--- src/rtl/calc_btn_cond.sv ---
// Push-button conditioner: four two-flop synchronizers, independent debounce
// channels, and a one-shot execute strobe plus a sticky op_valid on btnd presses.
module calc_btn_cond #(
  parameter int DEBOUNCE_CYCLES = 16,
  parameter int CNT_W           = 20
) (
  input  logic clk,
  input  logic rst_n,
  input  logic btnl,
  input  logic btnc,
  input  logic btnr,
  input  logic btnd,
  output logic btnl_db,
  output logic btnc_db,
  output logic btnr_db,
  output logic btnd_db,
  output logic btnd_pulse,
  output logic op_valid
);

  localparam int NCH = 4;
  localparam logic [CNT_W-1:0] CNT_LAST = CNT_W'(DEBOUNCE_CYCLES - 1);

  // Channel order: 0=l, 1=c, 2=r, 3=d
  logic             raw      [NCH];
  logic             s1_q     [NCH];
  logic             s2_q     [NCH];
  logic             db_q     [NCH];
  logic             db_d     [NCH];
  logic [CNT_W-1:0] cnt_q    [NCH];
  logic [CNT_W-1:0] cnt_d    [NCH];
  logic             pulse_q;
  logic             pulse_d;
  logic             op_valid_q;
  logic             op_valid_d;

  assign raw[0] = btnl;
  assign raw[1] = btnc;
  assign raw[2] = btnr;
  assign raw[3] = btnd;

  genvar gi;
  generate
    for (gi = 0; gi < NCH; gi++) begin : g_chan
      always_comb begin
        cnt_d[gi] = '0;
        db_d[gi]  = db_q[gi];
        // Toggle on the last differing edge so the counter never exceeds CNT_LAST.
        if (s2_q[gi] != db_q[gi]) begin
          if (cnt_q[gi] == CNT_LAST) begin
            db_d[gi] = ~db_q[gi];
          end else begin
            cnt_d[gi] = cnt_q[gi] + CNT_W'(1);
          end
        end
      end

      always_ff @(posedge clk or negedge rst_n) begin
        if (!rst_n) begin
          s1_q[gi]  <= 1'b0;
          s2_q[gi]  <= 1'b0;
          cnt_q[gi] <= '0;
          db_q[gi]  <= 1'b0;
        end else begin
          s1_q[gi]  <= raw[gi];
          s2_q[gi]  <= s1_q[gi];
          cnt_q[gi] <= cnt_d[gi];
          db_q[gi]  <= db_d[gi];
        end
      end
    end
  endgenerate

  // Strobe is registered alongside the debounced rise so both appear in the same cycle.
  always_comb begin
    pulse_d    = db_d[3] & ~db_q[3];
    op_valid_d = op_valid_q | pulse_d;
  end

  always_ff @(posedge clk or negedge rst_n) begin
    if (!rst_n) begin
      pulse_q    <= 1'b0;
      op_valid_q <= 1'b0;
    end else begin
      pulse_q    <= pulse_d;
      op_valid_q <= op_valid_d;
    end
  end

  assign btnl_db    = db_q[0];
  assign btnc_db    = db_q[1];
  assign btnr_db    = db_q[2];
  assign btnd_db    = db_q[3];
  assign btnd_pulse = pulse_q;
  assign op_valid   = op_valid_q;

endmodule

--- config.mk ---
export PLATFORM = sky130hd
export DESIGN_NAME = calc_btn_cond
export DESIGN_NICKNAME = d
export VERILOG_FILES = /design/src/rtl/calc_btn_cond.sv
export SDC_FILE = /design/constraint.sdc
export NUM_CORES = 1
export LEC_CHECK = 0
export CORE_MARGIN = 2
export CORE_UTILIZATION = 35
export DETAILED_ROUTE_END_ITERATION = 8
export SYNTH_ARGS = -nofsm -noshare
export SYNTH_HDL_FRONTEND = slang
export SYNTH_SLANG_ARGS = --single-unit
--- constraint.sdc ---
create_clock -name clk -period 3.86 [get_ports clk]
set_input_delay 0.772 -clock clk [delete_from_list [all_inputs] [get_ports clk]]
set_output_delay 0.772 -clock clk [all_outputs]
set_load 0.02 [all_outputs]
==> qor.txt <==
Sum Neg Setup Slack -> 0 ps
Largest net degree at the start of global routing -> 69
Final period utilization -> 55.08%
Number of hold violations in the final report -> 0
Commonest non-fill, non-tap cell in the layout -> dfrtp_1
Internal power -> 1.493 mW
Fin crit period -> 2126 ps
Final WL -> 8.227 mm
Core area -> 12470 um^2
Routed wire per std cell -> 12.72 um
Worst EP arrival -> 1350 ps
DP HPWL -> 5.610 mm
Switching Power -> 0.4130 mW
DR DRC count -> 0
CP top delay family -> buffers and inverters
Required time of the critical path -> 3090 ps
Startpoint types -> flop
Vias in the first global route -> 3143
First-pass GRT wire length -> 14.40 mm
Dpl ws -> 1854 ps
Post-route antenna net violation count -> 0
Port-buffer cells -> 11
Initial antenna violation count -> 0
1st-pass router iterations -> 4
Final setup margin -> 1734 ps
Most used DFF post-synth -> dfrtp_1
Status -> completed
Switching Share -> 21.67%
# hold bufs at CTS -> 0
Starting density of the core -> 35.54%
First DRT Iteration DRCs -> 101
Syn nets -> 458
Vias -> 3219
Combinational fraction of design power -> 3.2%
Clock Sink Count -> 94
Cell variety after synth -> 32
GRT Total Usage -> 13.41%
Static leakage -> 2.003 nW
Cell Pwr Density -> 377.0 nW/um^2
Sequential fraction of the synthesis area -> 53.09%
Slew @ Worst Pin -> 848.6 ps
CP Capture Type -> output port
# nets final -> 480
Max Fanout on Critical Path -> 4
Cts bufs inserted -> 9
Die Footprint -> 13570 um^2
WP buf/inv -> 1
Final instance area -> 5056 um^2
Post-CTS Resized -> 0
Kind of critical path -> reg -> out
Final Core Density -> 40.56%
Dpl cells -> 631
Hold WS -> 350.1 ps
Clk_skew -> 8.639 ps
# rows -> 41
CP max stage cell -> clkdlybuf4s50_1
Max Clk Rate -> 470.4 MHz
Sequential share of power -> 53.1%
Share of cells above drive strength 1 -> 6.316%
Endpoints failing setup -> 0
Most frequent cells in the layout -> 94 x dfrtp_1, 78 x nor2_1, 42 x xnor2_1
Clk_lat worst skew -> 340 ps
Slew Viols, Final -> 0
H-tree depth -> 3
Worst min path class -> reg -> reg
CP Cell Sequence -> clkdlybuf4s50_1
RD Place Congestion -> 0.7965
Cell Area, Placed -> 4776 um^2
Synth-to-Final Area Change -> 14.12%
CTS tree -> done
Final Instance Count excl. Fillers -> 647
Cells after Synth -> 448
Worst slew margin -> 43.43%
Die H -> 116.5 um
Total I/O pin count -> 12
Clock slew at reported path FFs -> 70 ps
Synth Area per Inst -> 9.890 um^2
Total power -> 1.906 mW
Syn. warnings -> 0
Post-synth EDFFs -> 0
Setup Buffers After CTS -> 0
Clock Tree Buf Depth -> 2
N_diodes -> 0
Mapped Area -> 4430 um^2
Clock power frac -> 43.7%
Die width -> 116.5 um
Root Driver -> clkbuf_16
RSZ-0062 raised after global routing -> false
Grt ovf -> 0
Via density -> 4.975
Max IR drop VDD -> 0.3242 mV
Max Cap Viol -> 0
#FFs+latches synth -> 94
Max incr delay on CP -> 620 ps
Post-synth ARST share -> 100.0%
[power by group through the flow]
stage | Clock, mW | Sequential [mW] | Combinational (mW)
2_1_floorplan | 0 | 1.03 | 0.0278
3_3_place_gp | 0 | 1.03 | 0.0625
3_5_place_dp | 0 | 1.03 | 0.0638
4_1_cts | 0.860 | 1.01 | 0.0644
5_1_grt | 0.898 | 1.01 | 0.0728
6_report | 0.833 | 1.01 | 0.0616
[synth_stat cells (all sizes together), types with 10 or more instances]
library cell | number | area share, %
nor3 | 14 | 1.6
nor2 | 78 | 6.6
nand3 | 31 | 4.0
or3 | 10 | 1.4
xnor2 | 42 | 8.3
xor2 | 17 | 3.4
dfrtp | 94 | 53
nor4 | 31 | 4.4
inv | 21 | 1.8
nand2 | 20 | 1.7
nand4 | 16 | 2.3
a21oi | 11 | 1.2
o21ai | 15 | 1.7
[final timing paths]
path	depth (start not counted)	start	end	slack [ps]
max	1	btnd_db$_DFF_PN0_	btnd_db	1730
min	0	s1_q[1]$_DFF_PN0_	s2_q[1]$_DFF_PN0_	350
max reg2reg	5	cnt_q[20]$_DFF_PN0_	cnt_q[38]$_DFF_PN0_	1820
min reg2reg	0	s1_q[1]$_DFF_PN0_	s2_q[1]$_DFF_PN0_	350
max in group asynchronous	2	rst_n	cnt_q[45]$_DFF_PN0_	2590
min in group asynchronous	1	rst_n	btnd_db$_DFF_PN0_	550
[logic make-up after synthesis]
family                     after synthesis  share of synthesized area, %
DFF                                     94                         53.09
muxes                                    7                         1.694
and+or+nand+nor                        223                         25.87
adders and majority gates                4                         1.130
AOI/OAI and AO/OA                       34                         4.264
xor gates and xnor gates                59                         11.66
buffers and inverters                   27                         2.288
[sequential cells by signal, indices dropped and copies added (netlist names)]
register and count:
btnc_db 1, btnl_db 1, s2_q 4, cnt_q 80
s1_q 4, btnr_db 1, op_valid 1, btnd_db 1
btnd_pulse 1
[layer usage]
metal / global-route usage, % / part of all wire (%)
met1: 17.71 / 48
met2: 21.12 / 48
met5: 0 / 0
met3: 4.359 / 3.4
met4: 4.127 / 0.80
[cell type report]
| cell class | count | area [um^2] |
|---|---|---|
| Sequential cell | 94 | 2352 |
| Inverter | 21 | 78.83 |
| Multi-Input combinational cell | 327 | 1977 |
| Clock inverter | 2 | 16.27 |
| Timing Repair Buffer | 17 | 152.6 |
| Fill cell | 1160 | 7410 |
| Clock buffer | 14 | 264.0 |
| Tap cell | 172 | 215.2 |
(Power assumes the default switching activity.)
